$ cat src/rtl/mem_wb_stage.sv
// MEM/WB pipeline register, sub-word load extraction and write-back select.
// Optional build macro: MISALIGN_TRAP_EN adds a misalign output and trap.
module mem_wb_stage #(
  parameter int B     = 32,
  parameter int W     = 5,
  parameter int CNT_W = 32
) (
  input  logic             clk,
  input  logic             reset_n,
  input  logic             mem_valid,
  input  logic [B-1:0]     alu_result,
  input  logic [B-1:0]     mem_rdata,
  input  logic             reg_write_in,
  input  logic             mem_to_reg_in,
  input  logic [W-1:0]     write_reg_in,
  input  logic [2:0]       load_type_in,
  input  logic             stall,
  input  logic             flush,
  output logic [B-1:0]     wb_data,
  output logic [W-1:0]     wb_reg,
  output logic             wb_reg_write,
  output logic             wb_valid,
  output logic [CNT_W-1:0] retired_count
`ifdef MISALIGN_TRAP_EN
  ,
  output logic             misalign
`endif
);

  typedef struct packed {
    logic         valid;
    logic [B-1:0] alu;
    logic [1:0]   off;
    logic [2:0]   lt;
    logic         m2r;
    logic [W-1:0] wreg;
    logic         rw;
  } mw_t;

  mw_t              mw_q, mw_d;
  logic             hold_q;
  logic [B-1:0]     hold_data_q;
  logic [CNT_W-1:0] cnt_q;

  logic             is_lh, is_lhu, is_lb, is_lbu, is_lw;
  logic [15:0]      half;
  logic [7:0]       bsel;
  logic [B-1:0]     ext;
  logic [B-1:0]     load_val;
  logic             mis;
  logic             retire;

  always_comb begin
    mw_d = mw_q;
    if (flush) begin
      mw_d.valid = 1'b0;
      mw_d.rw    = 1'b0;
    end else if (!stall) begin
      mw_d.valid = mem_valid;
      mw_d.alu   = alu_result;
      mw_d.off   = alu_result[1:0];
      mw_d.lt    = load_type_in;
      mw_d.m2r   = mem_to_reg_in;
      mw_d.wreg  = write_reg_in;
      mw_d.rw    = reg_write_in;
    end
  end

  assign is_lh  = (mw_q.lt == 3'b001);
  assign is_lhu = (mw_q.lt == 3'b010);
  assign is_lb  = (mw_q.lt == 3'b011);
  assign is_lbu = (mw_q.lt == 3'b100);
  assign is_lw  = ~(is_lh | is_lhu | is_lb | is_lbu);

  // Big-endian lanes: offset 0 is the most significant byte.
  always_comb begin
    half = mw_q.off[1] ? mem_rdata[15:0]
                       : mem_rdata[B-1 -: 16];
    unique case (mw_q.off)
      2'd0:    bsel = mem_rdata[B-1  -: 8];
      2'd1:    bsel = mem_rdata[B-9  -: 8];
      2'd2:    bsel = mem_rdata[B-17 -: 8];
      default: bsel = mem_rdata[B-25 -: 8];
    endcase
  end

  always_comb begin
    ext = mem_rdata;
    unique case (1'b1)
      is_lh:   ext = {{(B-16){half[15]}}, half};
      is_lhu:  ext = {{(B-16){1'b0}}, half};
      is_lb:   ext = {{(B-8){bsel[7]}}, bsel};
      is_lbu:  ext = {{(B-8){1'b0}}, bsel};
      default: ext = mem_rdata;
    endcase
  end

  assign load_val = hold_q ? hold_data_q : ext;

`ifdef MISALIGN_TRAP_EN
  assign mis = mw_q.valid & mw_q.m2r &
               ((is_lw & (mw_q.off != 2'd0)) |
                ((is_lh | is_lhu) & mw_q.off[0]));
  assign misalign = mis;
`else
  assign mis = 1'b0;
`endif

  assign retire = mw_q.valid & ~stall & ~mis;

  always_ff @(posedge clk or negedge reset_n) begin
    if (!reset_n) begin
      mw_q        <= '0;
      hold_q      <= 1'b0;
      hold_data_q <= '0;
      cnt_q       <= '0;
    end else begin
      mw_q <= mw_d;
      // RAM output may move during a stall, so freeze the load value.
      if (flush || !stall) begin
        hold_q <= 1'b0;
      end else if (!hold_q) begin
        hold_q      <= 1'b1;
        hold_data_q <= ext;
      end
      if (retire) cnt_q <= cnt_q + CNT_W'(1);
    end
  end

  assign wb_data       = mw_q.m2r ? load_val : mw_q.alu;
  assign wb_reg        = mw_q.wreg;
  assign wb_reg_write  = mw_q.valid & mw_q.rw & ~mis;
  assign wb_valid      = mw_q.valid;
  assign retired_count = cnt_q;

endmodule
$ cat config.mk
export PLATFORM = sky130hd
export DESIGN_NAME = mem_wb_stage
export DESIGN_NICKNAME = d
export VERILOG_FILES = /design/src/rtl/mem_wb_stage.sv
export SDC_FILE = /design/constraint.sdc
export NUM_CORES = 1
export LEC_CHECK = 0
export CORE_MARGIN = 2
export CORE_UTILIZATION = 50
export DETAILED_ROUTE_END_ITERATION = 8
export GPL_ROUTABILITY_DRIVEN = 1
export GPL_TIMING_DRIVEN = 1
export PLACE_DENSITY_LB_ADDON = 0.15
export SLEW_MARGIN = 40
export SYNTH_ARGS = -nofsm -noshare
export SYNTH_HDL_FRONTEND = slang
export SYNTH_SLANG_ARGS = --single-unit
export TNS_END_PERCENT = 10
$ cat constraint.sdc
create_clock -name clk -period 2.5 [get_ports clk]
set_input_delay 0.25 -clock clk [delete_from_list [all_inputs] [get_ports clk]]
set_output_delay 0.25 -clock clk [all_outputs]
set_load 0.03 [all_outputs]
==> flow_summary_export.csv <==
group,metric,value,unit
outcome,status,"finished with violations",
outcome,violations,"negative setup slack",
drt,drt-total-wl,16400,um
finish,largest_reg_flops,37,
timing,tightest_slew,613,ps
die,row_count,39,
worst_setup_path,cp-start-kind,"register",
timing,final.setup_skew,6.34,ps
drt,drt_iter0_markers,383,
die,initial_core_util,0.511,
clock_tree,htree_levels,3,
drt,wl_per_cell,19.4,um
finish,max_flop_register,"mw_q",
synthesis,netlist_instances,551,
timing,timing.final.crit_share,1.02,
timing,setup_viol,1,
worst_setup_path,path_buf_inv,2,
worst_setup_path,r2r_setup_slack,370,ps
worst_setup_path,path_max_fanout,7,
clock_tree,cts-root-buf,"clkbuf_16",
worst_setup_path,path_cells,"mux4_2, buf_6, a311o_2, nor3_2, o2bb2ai_1, buf_4",
die,die_w,112,um
die,die_area,12500,um^2
drt,drtAntennaViolNets,0,
synthesis,ys_types,55,
worst_setup_path,r2r_end,"hold_data_q[12]",
timing,finalCriticalPeriod,2540,ps
job,max-cap-violations,0,
synthesis,avgSynthCellArea,10.6,um^2
timing,slew_headroom,0.588,
hold_path,min_path_type,"input port to async pin",
power_and_ir_drop,irDropWorstVdd,555,uV
timing,hold_slack,440,ps
clock_tree,clk_path_buf_depth,2,
power_and_ir_drop,total_leakage_power,3.29,nW
worst_setup_path,endpoint,"wb_data[14]",
worst_setup_path,slowest_delay,540,ps
synthesis,synth_edf_count,0,
finish,drive_above_1_share,0.216,
grt,grt_max_degree,75,
timing,rsz0062_at_grt,"true",
synthesis,synth_flop_cell,"dfrtp_1",
drt,vias_per_cell,6.08,
clock_tree,insertion_delay,350,ps
worst_setup_path,cpMaxStageDelayCell,"mux4_2",
power_and_ir_drop,p_per_area,720,nW/um^2
finish,final_nets,779,
worst_setup_path,timing.rr.start,"mw_q[12]",
worst_setup_path,r2r_cells,7,
worst_setup_path,worst_ep_required_time,2250,ps
grt,grt_pass1_wl,26700,um
synthesis,ys_seq_elements,108,
finish,n_fill_cell,904,
timing,finalHoldViolations,0,
synthesis,synthesis.nets,631,
worst_setup_path,worstSetupStartpoint,"mw_q[12]",
synthesis,synth-seq-area-share,0.463,
grt,grt_pass1_vias,5227,
synthesis,syn-cell-area,5830,um^2
worst_setup_path,end_kind,"primary output",
timing,max_freq,0.394,GHz
finish,multi_input_area,2870,um^2
grt,grt_usage,0.266,
timing,tns,-38.9,ps
clock_tree,cts_tree,"done",
finish,postLayoutCoreUtil,0.696,
grt,antenna_found_initial,0,
worst_setup_path,path_delay_family,"multiplexers",
finish,area_delta_synth_final,36.2,%
finish,area.sequential,2710,um^2
worst_setup_path,cp_num_cells,6,
worst_setup_path,path_class,"register to primary output",
drt,drcViolationCount,0,
placed_design,hpwl,11600,um
clock_tree,clk_pin_slew,70,ps
finish,diodes,0,
die,die_y,112,um
grt,overflow,0,
worst_setup_path,crit_arrival,2290,ps
die,core,11400,um^2
clock_tree,clock-sinks,108,
clock_tree,cts_inserted_buffers,9,
timing,drv_slew,0,
placed_design,place.gp.congestion,0.953,
drt,dr_total_vias,5148,
placed_design,port_buffers,149,
die,ios,150,
synthesis,synthArstFlopShare,1.00,
power_and_ir_drop,finalPower,5.72,mW
timing,timing.final.ws_setup,-38.9,ps
drt,drtPass1Iterations,5,
synthesis,yosys_warnings,0,
[routing by layer]
layer  share of wire  GRT usage  vias up
li1                -          -     2336
met1            0.42      0.347     2511
met2            0.48      0.432      259
met3           0.078     0.0610       42
met4           0.029      0.111        0
met5               0          0        -
[layout by cell type, fill, tap and decap left out, types with 4 or more instances in the layout]
cell | netlist | layout
inv_1 | 12 | 12
xor2_1 | 7 | 7
a21oi_1 | 39 | 39
nor2_1 | 27 | 25
and3_1 | 6 | 6
o22ai_1 | 21 | 21
clkdlybuf4s50_1 | 0 | 116
dfrtp_1 | 108 | 106
a31oi_1 | 6 | 6
mux2i_1 | 8 | 8
buf_12 | 0 | 8
nor3_1 | 10 | 9
nand4_1 | 15 | 15
o21ai_0 | 22 | 19
nor2b_1 | 5 | 5
nand2_1 | 35 | 35
clkdlybuf4s15_2 | 0 | 14
o2bb2ai_1 | 10 | 10
clkbuf_16 | 0 | 9
a2bb2oi_1 | 4 | 4
nand2b_1 | 10 | 9
o2111ai_1 | 6 | 6
o21ba_2 | 4 | 4
nand3_1 | 14 | 14
a22o_1 | 6 | 6
nor3_2 | 5 | 6
mux4_1 | 7 | 7
xnor2_1 | 26 | 26
buf_4 | 6 | 42
mux2_2 | 45 | 45
o311ai_0 | 6 | 6
[area by class of cell]
cell class / instances / share of cell area
clock inverter: 6 / 0.0109
clock buffer: 10 / 0.0288
multi-input combinational: 385 / 0.362
inverter: 12 / 0.00567
sequential: 108 / 0.341
tap: 143 / 0.0225
timing repair buffer: 183 / 0.230
[how the worst min path moves through the flow]
stage               slack, ps             end            start
CTS                       450         mw_q[6]    mem_to_reg_in
detailed placement        230       wb_reg[3]          reset_n
global placement          220       wb_reg[3]          reset_n
global route              480         mw_q[7]  load_type_in[0]
floorplan                 -50  hold_data_q[0]          reset_n
finish                    440       wb_reg[3]          reset_n
[kinds of logic after synthesis]
kind of cell	share of synthesized area
compound gates	0.160
fa+ha+maj	0.00214
flops	0.463
xor+xnor	0.0496
simple gates	0.142
mux	0.136
buf+inv	0.0472
[worst register-to-register path: stages, from the launching register on]
cell and delay (ps):
dfrtp_1 380, mux4_2 540, buf_6 140, a311o_2 410, buf_4 180, buf_4 140
o22ai_1 120, o21ai_0 100
[report_power, final]
group / switching [mW] / total, mW / leakage (nW) / internal, mW
clock: 0.652 / 1.53 / 0.153 / 0.879
combinational: 1.06 / 1.99 / 1.81 / 0.928
sequential: 0.187 / 2.20 / 1.33 / 2.01
total: 1.90 / 5.72 / 3.29 / 3.82
[through the flow]
step           area, um^2  setup slack, ps  std cells
2_1_floorplan        5830              330        551
3_3_place_gp         7570             -159        829
3_5_place_dp         7570             -217        829
4_1_cts              7940            -12.5        847
5_1_grt              7940             -102        847
6_report             7940            -38.9        847
[cells in the mapped netlist (all sizes together) (14+ instances only)]
library cell / number / area, um^2
a21oi: 39 / 195
buf: 17 / 111
clkbuf: 29 / 119
dfrtp: 108 / 2700
mux2: 45 / 507
nand2: 35 / 131
nand3: 14 / 70.1
nand4: 15 / 93.8
nor2: 28 / 113
nor3: 16 / 116
o21ai: 22 / 110
o22ai: 21 / 131
xnor2: 26 / 228
[what timing repair did]
| item | 4_1_cts | 5_1_grt |
|---|---|---|
| endpoints found under the hold margin | 34 | 0 |
| pin swaps | 7 | 0 |
| buffers inserted | 1 | 0 |
| hold buffers | 1 | 0 |
| resized for setup | 49 | 3 |
| endpoints found under the setup margin | 27 | 29 |
Note: power is estimated with default switching activity, not from simulation.
